==> src/rtl/fetch_unit_pkg.sv <==
`default_nettype none
// ============================================================================
// Module      : fetch_unit_pkg
// Description : Shared CPU definitions: fetch-stage state encoding and the
//               PC control constants also used by the PC and branch unit.
// Revision    : 1.0 - initial release
// ============================================================================
package fetch_unit_pkg;

  // Fetch-stage state encoding (explicit 2-bit width)
  typedef enum logic [1:0] {
    IDLE  = 2'd0,
    FETCH = 2'd1,
    HOLD  = 2'd2,
    DRAIN = 2'd3
  } fetch_state_t;

  // PC control: select between increment and load of a new value
  localparam logic PC_INC = 1'b0;
  localparam logic PC_SET = 1'b1;

  // True for states that own an outstanding memory transaction
  function automatic logic state_is_busy(input fetch_state_t s);
    return (s == FETCH) || (s == DRAIN);
  endfunction

endpackage : fetch_unit_pkg
`default_nettype wire

==> src/rtl/fetch_unit.sv <==
`default_nettype none
// ============================================================================
// Module      : fetch_unit
// Description : Instruction-fetch stage. Issues req/ack reads at the current
//               PC, holds the fetched word in a one-entry valid/ready slot
//               toward decode, and steers the PC (increment after each
//               accepted fetch, load on a branch/jump redirect).
// Revision    : 1.0 - initial release
// ============================================================================
module fetch_unit
  import fetch_unit_pkg::*;
#(
  parameter int ADDR_W = 16,
  parameter int DATA_W = 16
) (
  input  logic              clock,
  input  logic              reset,
  input  logic [ADDR_W-1:0] pc_index,
  output logic              pc_enable,
  output logic              pc_inc_or_set,
  output logic [ADDR_W-1:0] pc_new_value,
  output logic              imem_req,
  output logic [ADDR_W-1:0] imem_addr,
  input  logic              imem_ack,
  input  logic [DATA_W-1:0] imem_data,
  output logic [DATA_W-1:0] instr,
  output logic [ADDR_W-1:0] instr_pc,
  output logic              instr_valid,
  input  logic              instr_ready,
  input  logic              redirect,
  input  logic [ADDR_W-1:0] redirect_target,
  input  logic              halt,
  output logic              fetch_busy
);

  fetch_state_t      r_state;
  fetch_state_t      w_state_next;

  logic [DATA_W-1:0] r_instr;
  logic [ADDR_W-1:0] r_instr_pc;
  logic              r_instr_valid;
  logic [ADDR_W-1:0] r_drain_addr;

  logic              w_pc_enable;
  logic              w_pc_sel;
  logic              w_req;
  logic [ADDR_W-1:0] w_addr;

  // Datapath events, decoded from the current state and handshakes
  logic              w_load_slot;
  logic              w_free_slot;
  logic              w_capture_drain;
  fetch_state_t      w_resume_state;

  // Completed read with no redirect: the word lands in the output slot
  assign w_load_slot     = (r_state == FETCH) && imem_ack && !redirect;
  // Slot leaves HOLD either by being consumed or by being flushed
  assign w_free_slot     = (r_state == HOLD) && (redirect || instr_ready);
  // Redirect with the read still in flight: remember its address for DRAIN
  assign w_capture_drain = (r_state == FETCH) && redirect && !imem_ack;
  // Where to go once the current fetch cycle is finished
  assign w_resume_state  = halt ? IDLE : FETCH;

  // State register
  always_ff @(posedge clock) begin
    if (!reset) begin
      r_state <= IDLE;
    end else begin
      r_state <= w_state_next;
    end
  end

  // Next-state logic; halt only gates the start of new fetches
  always_comb begin
    w_state_next = r_state;
    case (r_state)
      IDLE: begin
        if (!redirect && !halt) begin
          w_state_next = FETCH;
        end
      end
      FETCH: begin
        if (imem_ack && redirect) begin
          w_state_next = w_resume_state;
        end else if (imem_ack) begin
          w_state_next = HOLD;
        end else if (redirect) begin
          w_state_next = DRAIN;
        end
      end
      DRAIN: begin
        if (imem_ack) begin
          w_state_next = w_resume_state;
        end
      end
      HOLD: begin
        if (redirect || instr_ready) begin
          w_state_next = w_resume_state;
        end
      end
      default: w_state_next = IDLE;
    endcase
  end

  // Output decode: memory request/address and PC control (redirect wins)
  always_comb begin
    w_pc_enable = 1'b0;
    w_pc_sel    = PC_INC;
    w_req       = 1'b0;
    w_addr      = pc_index;
    case (r_state)
      IDLE: begin
        if (redirect) begin
          w_pc_enable = 1'b1;
          w_pc_sel    = PC_SET;
        end
      end
      FETCH: begin
        w_req = 1'b1;
        if (redirect) begin
          w_pc_enable = 1'b1;
          w_pc_sel    = PC_SET;
        end else if (imem_ack) begin
          w_pc_enable = 1'b1;
          w_pc_sel    = PC_INC;
        end
      end
      DRAIN: begin
        // Keep presenting the abandoned address until memory answers
        w_req  = 1'b1;
        w_addr = r_drain_addr;
        if (redirect) begin
          w_pc_enable = 1'b1;
          w_pc_sel    = PC_SET;
        end
      end
      HOLD: begin
        if (redirect) begin
          w_pc_enable = 1'b1;
          w_pc_sel    = PC_SET;
        end
      end
      default: begin
        w_pc_enable = 1'b0;
      end
    endcase
  end

  // Output slot and drain address; instr/instr_pc hold unless loading
  always_ff @(posedge clock) begin
    if (!reset) begin
      r_instr       <= '0;
      r_instr_pc    <= '0;
      r_instr_valid <= 1'b0;
      r_drain_addr  <= '0;
    end else begin
      if (w_load_slot) begin
        r_instr       <= imem_data;
        r_instr_pc    <= pc_index;
        r_instr_valid <= 1'b1;
      end else if (w_free_slot) begin
        r_instr_valid <= 1'b0;
      end
      if (w_capture_drain) begin
        r_drain_addr <= pc_index;
      end
    end
  end

  // The PC must never move while the core is held in reset
  assign pc_enable     = w_pc_enable & reset;
  assign pc_inc_or_set = w_pc_sel;
  assign pc_new_value  = redirect_target;
  assign imem_req      = w_req;
  assign imem_addr     = w_addr;
  assign instr         = r_instr;
  assign instr_pc      = r_instr_pc;
  assign instr_valid   = r_instr_valid;
  assign fetch_busy    = state_is_busy(r_state);

endmodule : fetch_unit
`default_nettype wire

==> config.mk <==
export PLATFORM = sky130hd
export DESIGN_NAME = fetch_unit
export DESIGN_NICKNAME = d
export VERILOG_FILES = /design/src/rtl/fetch_unit_pkg.sv /design/src/rtl/fetch_unit.sv
export SDC_FILE = /design/constraint.sdc
export NUM_CORES = 1
export LEC_CHECK = 0
export ABC_AREA = 1
export CORE_MARGIN = 8
export CORE_UTILIZATION = 35
export DETAILED_ROUTE_END_ITERATION = 7
export HOLD_SLACK_MARGIN = 0.02
export PLACE_DENSITY = 0.77
export SLEW_MARGIN = 15
export SYNTH_ARGS = -nofsm -noshare
export SYNTH_HDL_FRONTEND = slang
export SYNTH_SLANG_ARGS = --single-unit
export TNS_END_PERCENT = 50
==> constraint.sdc <==
create_clock -name clock -period 1.2 [get_ports clock]
set_input_delay 0.24 -clock clock [delete_from_list [all_inputs] [get_ports clock]]
set_output_delay 0.24 -clock clock [all_outputs]
set_load 0.02 [all_outputs]
Yosys cells after proc, flatten, opt, wreduce, memory -nomap -nowiden
Cells that the tools add are included.
- ROM bits: 0
- memories kept: 0
- flip-flop bits (word level): 51
- latch bits: 0
- word-level logic and storage cells: 48
- bits in writable memories: 0
- reductions and logical operators: 18
- $mul: 0
- equality and inequality tests: 7
- $add $sub $neg: 0
- bitwise gates (word level): 1
- div/mod/pow operators: 0
- mux-type cells: 17
- shift-type cells: 0
- order comparisons: 0
- operator list (kind ; count):
    $mux W16 ; 1
    $mux W2 ; 6
    $mux W1 ; 8
    $pmux W2 S4 ; 1
    $logic_and A1 B1 Y1 ; 7
    $eq A2 B2 Y1 const B ; 2
    $ne A2 B2 Y1 const B ; 2
    $ne A4 B3 Y1 const B ; 1
    $reduce_and A4 Y1 ; 1
    $reduce_or A4 Y1 ; 1
    $logic_not A1 Y1 ; 3
    $reduce_or A3 Y1 ; 1
    $eq A2 B1 Y1 const B ; 1
    $logic_not A2 Y1 ; 1
    $logic_or A1 B1 Y1 ; 2
    $ne A2 B1 Y1 const B ; 1
    $pmux W1 S2 ; 1
    $reduce_bool A2 Y1 ; 1
    $reduce_or A2 Y1 ; 1
    $and A1 B1 Y1 ; 1

Depth between registers and ports, before layout
Gate-level depths: netlist (run 1).
- depth in word-level cells: 4
- depth in mapped cells: 8
- depth with buffers taken out: 7

Worst setup path before layout (run 1)
No wires, ideal clock.
- path type: flip-flop to output port
- start: register r_state[0]
- end: output imem_addr[10]
- buffers on the path: 1
- required time: 0.960 ns
- slack: -0.252 ns
- arrival: 1.212 ns
- cell stages (with the launch flop): 4
- cells stage by stage: dfxtp_1 > nand2_2 > buf_6 > o21ai_0
- cells in the longest elaborated chain, start to end: 2
- RTL lines (item ; line ; source):
    start: declaration ; fetch_unit.sv:36 ; fetch_state_t r_state;
    start signal: assignment ; fetch_unit.sv:69 ; r_state <= w_state_next;
    $eq A2 B2 Y1 ; fetch_unit.sv:111 ; case (r_state)
    $mux W16 ; fetch_unit.sv:111 ;
    end: declaration ; fetch_unit.sv:23 ; output logic [ADDR_W-1:0] imem_addr,
Every way passes these cells.

Final worst setup path (run 1)
- start: register r_state[1]
- end: output imem_addr[14]
The elaborated chain is that of the path after synthesis.

==> metrics, run 1 <==
register area share after synthesis=46.0%; hold-critical path endpoint=instr_valid; Mapped Area=around 2200 um2; max-cap violations=0; Post-synth ARST share=0%; Min Hold Slack=about 0.46 ns; Hold Crit Start=instr_valid; H-tree levels=2; endpoints failing hold=0; Worst Path Max Fanout=4; clk buf depth=2; CP Class=reg2out; Pre-Repair DR Iteration Count=4; CTS tree=done; share of layout cells above drive strength 1=between 30% and 40%; Post-DP Area=3340 um2; Slew HR=about three quarters; Final Critical Period=1.58 ns; Flop pwr share=between 40% and 50%; top cells by instance count after synthesis=nor2_1, dfxtp_1, o21ai_0, buf_4, mux2_2; vias in the first global route=between 2000 and 2500; synth top area cells=dfxtp_1, nor2_1, o21ai_0; R2R depth=9; dpl cells=~450; Synth Area in Compound Gates=about 13%; Synth Area per Inst=about 7.7 um2; Peak VDD IR=between 0.0006 and 0.0007 V; Comb pwr share=between 30% and 40%; Hold-fix buffers, CTS=0; Die Wd=between 90 and 100 um; Simple-Gate Fraction of Synth Area=21.9%; Worst EP required=about 0.96 ns; Area Overhead vs Synth=64.3%; most frequent cell after synthesis=nor2_1; final setup TNS=-20.75 ns; initial antenna violation count=0; Switch Pwr=1.56 mW; Slew Limit Fails=0; number of diodes=0; Num CTS Buffers=5; IO Port Bufs=90; Total GRT Usage=between 10% and 20%; fin worst setup slack=-0.377 ns; xor/xnor cell area share of the yosys netlist=0%; Synthesized Nets=341; dpl ws=-0.718 ns; crit end category=primary output; die area=~9100 um2; Final period util=131%; Setup Skew=approximately 0.0062 ns; gr ovfl total=0; register bit total from synthesis=51; status=finished, violations left; worst hold path type=reg2reg; site row count=29; Post-synth EDFFs=0; Post-Syn Instances=~290; root buf cell=clkbuf_8; area leader, netlist=dfxtp_1; clk sink count=between 50 and 60; drt drc=0; GPL Wtd Cong=approximately 0.81; hold path cells=2; Yosys top cell area share=~46%; largest family of logic cells by synthesized area=simple AND/OR/NAND/NOR gates; CP startpoint kind=flop; failing checks=setup timing; Max Freq=0.634 GHz; Top Ports=about 120; pwr dens=approximately 1300 nW/um2; Arr. time, crit path=between 1 and 1.5 ns; Slew @ Worst Pin=approximately 0.37 ns; mux cell area share after synthesis=under 10%; final setup fails=70; Worst-Skew Late Latency=~0.30 ns; cells along the critical path=nand2_8 -> mux2_4 -> buf_6; Layout Nets=between 400 and 500; post-route ant nets=0; CP max stage cell=dfxtp_4; internal power=around 3.1 mW; Synth Flop Type=dfxtp_1; Clock Power Share=about a fifth; post-route cell area=between 3000 and 4000 um2; R2R Path Start=r_state[1]; wirelength, routed=a little over 7 mm; Cell variety after synth=22; Finished Layout Cells=between 400 and 500; DR iter-0 viols=52; Synth warnings=0; DR WL/cell=about 15 um; CORE AREA=around 6200 um2; reg2reg end=instr_pc[4]; switching share of total power=33.4%; r2r setup slk=-0.37 ns; largest net degree at the start of global routing=36; leakage power=roughly 1.7 nW; chip height=95.7 um; Vias=about 2200; setup repair after global routing missed its margin=yes; CTS clock-pin slew for the worst setup and hold paths=about 0.090 ns; post-synthesis adder-cell area fraction=0%; Initial Util=between 30% and 40%; placed wire-length estimate=between 4 and 5 mm; first-pass GRT wire length=between 10 and 15 mm; Avg Vias per Cell=approximately 4.7; Max stage delay on crit path=0.48 ns
-- worst max-delay path by stage --
| stage | start | end | cells after the start |
|---|---|---|---|
| 2_1_floorplan | r_state[1] | imem_addr[11] | 4 |
| 3_3_place_gp | reset | pc_enable | 5 |
| 3_5_place_dp | reset | pc_enable | 5 |
| 4_1_cts | r_state[1] | imem_addr[8] | 3 |
| 5_1_grt | r_state[1] | instr[3] | 9 |
| 6_report | r_state[1] | imem_addr[14] | 3 |
-- sequential cells by signal, indices dropped and copies added, names as in the netlist --
signal / count
r_state: 2
r_drain_addr: 16
instr_valid: 1
instr: 16
instr_pc: 16
-- cell usage in the layout, fill, tap and decap left out, types with 11 or more instances in the layout --
cell	n
clkdlybuf4s50_1	36
clkbuf_2	20
dfxtp_1	49
nand2_1	11
o21ai_2	16
nor2_1	95
buf_4	33
buf_6	26
o21ai_0	29
-- cells by family (layout without fill, tap and decap cells) --
group / Yosys count / after routing
simple gates: 122 / 124
mux: 15 / 15
flops: 51 / 51
compound gates: 56 / 56
buf+inv: 43 / 153
-- repair_timing --
item | 4_1_cts | 5_1_grt
gates resized for setup | 210 | 75
gates cloned | 2 | 2
buffers inserted | 4 | 6
pin swaps | 4 | 5
endpoints found under the setup margin | 104 | 93
-- per-layer routing --
layer,up-vias,track usage [%],share of wire [%]
met2,69,24.6,50
met5,-,0,0
met3,15,5.04,8.5
met1,1036,16.4,40
met4,0,4.87,1.6
li1,1128,-,-
-- power groups by stage --
stage / clock network, mW / registers [mW] / logic [mW]
6_report: 0.958 / 2.02 / 1.71
2_1_floorplan: 0 / 2.08 / 0.754
3_5_place_dp: 0 / 1.99 / 1.47
3_3_place_gp: 0 / 1.98 / 1.44
4_1_cts: 0.990 / 2.02 / 1.52
5_1_grt: 1.06 / 2.04 / 1.84
-- layout make-up --
class	instances	area, um2
Tap cell	77	96.3
Inverter	9	48.8
Timing Repair Buffer	136	1270
Fill cell	561	2590
Clock buffer	7	76.3
Multi-Input combinational cell	195	1120
Sequential cell	51	1030
Clock inverter	1	5.00
-- worst max-delay path: cells and delay by family (launching register included) --
| kind | cells | cell delay (ns) |
|---|---|---|
| flops | 1 | 0.48 |
| buf+inv | 1 | 0.14 |
| mux | 1 | 0.32 |
| simple gates | 1 | 0.10 |
-- per-stage QoR --
| step | power, mW | utilization (%) |
|---|---|---|
| after floorplan | 2.84 | - |
| after global placement | 3.42 | 53.6 |
| after detailed placement | 3.46 | 53.6 |
| after CTS | 4.53 | 56.8 |
| after global routing | 4.94 | 58.5 |
| final | 4.69 | 58.5 |
(Power assumes the default switching activity.)
==> inputs of run 2 (changes only) <==
==> constraint.sdc (replaced) <==
create_clock -name clock -period 1.2 [get_ports clock]
set_input_delay 0.3 -clock clock [delete_from_list [all_inputs] [get_ports clock]]
set_output_delay 0.3 -clock clock [all_outputs]
set_load 0.02 [all_outputs]
==> run 2 against run 1 <==
The flow still finishes with violations (setup timing). Sequential cell count stayed put. Maximum frequency down 3.2%. Register-to-register slack about the same. Combinational power increased by 4%. Clock-buffer cell count stayed put. Sequential power about the same. Final cell count is 0.42% higher. First-iteration DRC count up 9.6%. Wire length is 0.17% lower. Critical path depth did not move. Critical endpoint is now imem_addr[8].
==> metrics, run 2 (synthesis results as in run 1) <==
wirelength, routed=7.11 mm (-0.17%); initial antenna violation count=0 (unchanged); site row count=29 (unchanged); Max Freq=0.614 GHz (-3.2%); H-tree levels=2 (unchanged); Max stage delay on crit path=0.47 ns (about the same); CTS tree=done; Min Hold Slack=0.475 ns (+0.0105 ns); Worst EP required=0.90 ns (-0.06 ns); buffers and inverters on the worst path=1 (unchanged); largest net degree at the start of global routing=36 (unchanged); final setup TNS=-23.66 ns (-2.91 ns); GPL Wtd Cong=0.815 (unchanged); most frequent cells in the layout=nor2_1, dfxtp_1, clkdlybuf4s50_1, buf_4, buf_2; cells along the critical path=nand2_8 -> mux2_4 -> buf_6; number of diodes=0 (unchanged); Layout Nets=454 (+0.44%); Worst-Skew Late Latency=0.30 ns (about the same); Initial Util=35.6% (unchanged); Worst Path Max Fanout=8 (+4); Final Core Density=59.5% (+1.1 points); Setup Skew=0.00476 ns (-0.00148 ns); Num CTS Buffers=5 (unchanged); Final Critical Period=1.63 ns (+0.0517 ns); failing checks=setup timing; dpl ws=-0.838 ns (-0.120 ns); final setup fails=70 (unchanged); gr ovfl total=0 (unchanged); CORE AREA=6240 um2 (unchanged); chip height=95.7 um (unchanged); Total GRT Usage=14.5% (+0.033 points); Avg Vias per Cell=4.75 (+0.51%); post-route ant nets=0 (unchanged); status=finished, violations left; pwr dens=1280 nW/um2 (-0.33%); placed wire-length estimate=4.75 mm (unchanged); clk buf depth=2 (unchanged); clk sink count=51 (unchanged); Finished Layout Cells=478 (+0.42%); CP max stage cell=dfxtp_4; die area=9150 um2 (unchanged); Vias=2269 (+0.93%); DR WL/cell=14.9 um (-0.59%); endpoints failing hold=0 (unchanged); vias in the first global route=2305 (-0.13%); fin worst setup slack=-0.429 ns (-0.0517 ns); setup repair after global routing missed its margin=yes; leakage power=1.70 nW (+2.3%); CP top delay family=flip-flops; Slew Limit Fails=0 (unchanged); Top Ports=123 (unchanged); IO Port Bufs=90 (unchanged); Slew HR=70.3% (-5.1 points); post-route cell area=3710 um2 (+1.8%); root buf cell=clkbuf_8; Post-DP Area=3340 um2 (unchanged); Arr. time, crit path=1.33 ns (about the same); drt drc=0 (unchanged); DR iter-0 viols=57 (+9.6%); Hold-fix buffers, CTS=0 (unchanged); crit end category=primary output; Area Overhead vs Synth=67.3%; max-cap violations=0 (unchanged); commonest non-fill, non-tap cell in the layout=nor2_1; Slew @ Worst Pin=0.446 ns (+0.0766 ns); first-pass GRT wire length=10.7 mm (+0.20%); share of layout cells above drive strength 1=45.1% (+5.5 points); CTS clock-pin slew for the worst setup and hold paths=0.09 ns (about the same); Overall Power=4.76 mW (+1.5%); Pre-Repair DR Iteration Count=4 (unchanged); Final period util=136% (+4.3 points); Die Wd=95.7 um (unchanged); worst hold path type=reg2reg; Peak VDD IR=0.000654 V (+6.4%); dpl cells=454 (unchanged); CP Class=reg2out; CP startpoint kind=flop
==> run 2: cell count changes in the layout (fill, tap and decap cells not counted), sizes merged <==
cell / delta
buf: +31
clkbuf: -19
clkdlybuf4s15: -10
==> run 2: power breakdown <==
part / internal (mW) / switching, mW / total (mW) / leakage [nW]
clock: 0.411 / 0.548 / 0.959 / 0.0422
combinational: 0.889 / 0.884 / 1.77 / 1.24
sequential: 1.86 / 0.166 / 2.02 / 0.415
total: 3.16 / 1.60 / 4.76 / 1.70
==> run 2: what timing repair did <==
item	CTS	global route
endpoints found under the setup margin	104	71
buffers inserted	4	8
pin swaps	4	16
gates cloned	2	2
gates resized for setup	263	86
==> run 2: routing by layer <==
layer | vias up | wire length, um | part of all wire [%] | GRT usage, %
met5 | - | 0 | 0 | 0
met4 | 0 | 87 | 1.2 | 4.87
met3 | 15 | 613 | 8.6 | 4.88
met2 | 84 | 3560 | 50 | 24.8
met1 | 1040 | 2850 | 40 | 16.4
li1 | 1130 | - | - | -
==> run 2: path summary, 6_finish.rpt <==
path / start / end / slack, ns / depth (start not counted)
max: r_state[0] / imem_addr[8] / -0.43 / 3
min: instr_valid / instr_valid / 0.48 / 2
max reg2reg: r_state[0] / instr[5] / -0.38 / 8
min reg2reg: instr_valid / instr_valid / 0.48 / 2
==> run 2: worst reg2reg max path: stages, from the launching register on <==
cell	delay, ns
dfxtp_4	0.47
buf_6	0.15
nand3_4	0.08
buf_6	0.13
nor2_4	0.21
buf_12	0.15
clkbuf_16	0.14
o21ai_0	0.07
nor2_1	0.11
==> run 2: cell type report <==
cell class | count | area (um2)
Clock inverter | 1 | 5.00
Fill cell | 551 | 2530
Multi-Input combinational cell | 195 | 1200
Timing Repair Buffer | 138 | 1260
Tap cell | 77 | 96.3
Clock buffer | 7 | 76.3
Inverter | 9 | 48.8
Sequential cell | 51 | 1030
==> inputs of run 3 (changes only) <==
- CORE_UTILIZATION: 35 -> 56
- DONT_BUFFER_PORTS: unset -> 1
- PLACE_DENSITY: 0.77 -> 0.74
==> run 3 against run 2 <==
The flow still finishes with violations (setup timing). Non-clock buffer count decreased by 111. Sequential power increased by 6%. Die area decreased by 32%. Critical path type unchanged. Critical endpoint is now fetch_busy.
==> metrics, run 3 (synthesis results as in run 1) <==
Initial Util=56.7% (+21 points); CORE AREA=3910 um2 (-37%); first-pass GRT wire length=9.16 mm (-14%); failing checks=setup timing; number of diodes=0 (unchanged); max-cap violations=0 (unchanged); root buf cell=clkbuf_8; endpoints failing hold=0 (unchanged); Top Ports=123 (unchanged); final setup fails=70 (unchanged); Total GRT Usage=18.2% (+3.8 points); Avg Vias per Cell=5.45 (+15%); Final Critical Period=1.52 ns (-0.111 ns); fin worst setup slack=-0.318 ns (+0.111 ns); Layout Nets=343 (-24%); DR WL/cell=18.0 um (+21%); Slew HR=79.7% (+9.4 points); Final period util=127% (-9.2 points); GPL Wtd Cong=0.865 (+6.2%); Peak VDD IR=0.00120 V (+83%); Vias=1846 (-19%); Slew @ Worst Pin=0.304 ns (-0.142 ns); CTS clock-pin slew for the worst setup and hold paths=0.09 ns (about the same); Worst Path Max Fanout=4 (-4); IO Port Bufs=0 (-100%); Hold-fix buffers, CTS=0 (unchanged); post-route ant nets=0 (unchanged); Num CTS Buffers=5 (unchanged); Setup Skew=0.00667 ns (+0.00191 ns); Worst-Skew Late Latency=0.29 ns (about the same); worst hold path type=in2reg; Max Freq=0.659 GHz (+7.3%); die area=6240 um2 (-32%); Slew Limit Fails=0 (unchanged); post-route cell area=2840 um2 (-24%); Final Core Density=72.4% (+13 points); vias in the first global route=1811 (-21%); Arr. time, crit path=1.22 ns (-0.11 ns); most frequent cells in the layout=nor2_1, dfxtp_1, nor2_2, o21ai_1, o21ai_2; pwr dens=1550 nW/um2 (+21%); clk buf depth=2 (unchanged); share of layout cells above drive strength 1=38.1% (-7.1 points); chip height=79.0 um (-17%); initial antenna violation count=0 (unchanged); crit end category=primary output; CP Class=reg2out; site row count=23 (-21%); gr ovfl total=0 (unchanged); status=finished, violations left; largest net degree at the start of global routing=51 (+42%); Area Overhead vs Synth=27.7%; commonest non-fill, non-tap cell in the layout=nor2_1; wirelength, routed=6.10 mm (-14%); placed wire-length estimate=3.64 mm (-23%); final setup TNS=-12.77 ns (+10.89 ns); drt drc=0 (unchanged); Pre-Repair DR Iteration Count=4 (unchanged); setup repair after global routing missed its margin=yes; Die Wd=79.0 um (-17%); CTS tree=done; CP startpoint kind=flop; clk sink count=51 (unchanged); leakage power=1.19 nW (-30%); Worst EP required=0.90 ns (about the same); DR iter-0 viols=97 (+70%); Overall Power=4.41 mW (-7.3%); Post-DP Area=2200 um2 (-34%); H-tree levels=2 (unchanged)
-- run 3: cell count changes in the layout (fill, tap and decap cells not counted), moves of 10 or more --
| cell | change |
|---|---|
| buf_4 | -27 |
| o21ai_1 | +14 |
| buf_2 | -32 |
| clkdlybuf4s50_1 | -36 |
| buf_6 | -16 |
| nor2_2 | +10 |
| nor2_1 | -11 |
-- run 3: layer usage --
metal	vias up	global-route usage, %	routed length, um
met1	862	20.9	2480
met4	0	7.04	89
met3	6	7.34	575
li1	908	-	-
met2	70	29.7	2960
met5	-	0	0
-- run 3: layout make-up --
cell class,count,area (um2)
clock inverter,1,30.0
timing repair buffer,27,365
clock buffer,6,72.6
sequential,51,1030
fill,313,1080
multi-input combinational,194,1210
timing repair inverter,1,11.3
tap,50,62.6
inverter,9,57.6
-- run 3: report_power, final --
group | switching, mW | internal [mW] | total [mW]
clock | 0.529 | 0.612 | 1.14
combinational | 0.579 | 0.551 | 1.13
sequential | 0.279 | 1.86 | 2.14
-- run 3: path summary, 6_finish.rpt --
path / start / to / slack, ns / cells past startpoint
hold reg to reg: r_drain_addr[5] / r_drain_addr[5] / 0.49 / 2
setup reg to reg: r_state[1] / instr[11] / -0.17 / 9
setup / recovery: r_state[0] / fetch_busy / -0.32 / 4
hold / removal: reset / instr[7] / 0.11 / 2
-- run 3: metrics by stage --
step	cells	setup WS, ns	hold WS (ns)
after floorplan	287	-0.0857	0.435
after global placement	314	-0.0613	0.436
after detailed placement	314	-0.108	0.435
after CTS	340	-0.328	0.101
after global routing	339	-0.372	0.0958
final	339	-0.318	0.107
-- run 3: repair_timing --
item                       CTS  global route
buffers inserted            13             3
pin swaps                   14             7
gates resized for setup     81            47
setup endpoints to repair   67            70
cloned                       6             0
-- run 3: worst max-delay path, stage by stage, from the launching register on --
cell and delay (ns):
dfxtp_4 0.40, buf_4 0.15, buf_6 0.10, buf_4 0.14, buf_8 0.14
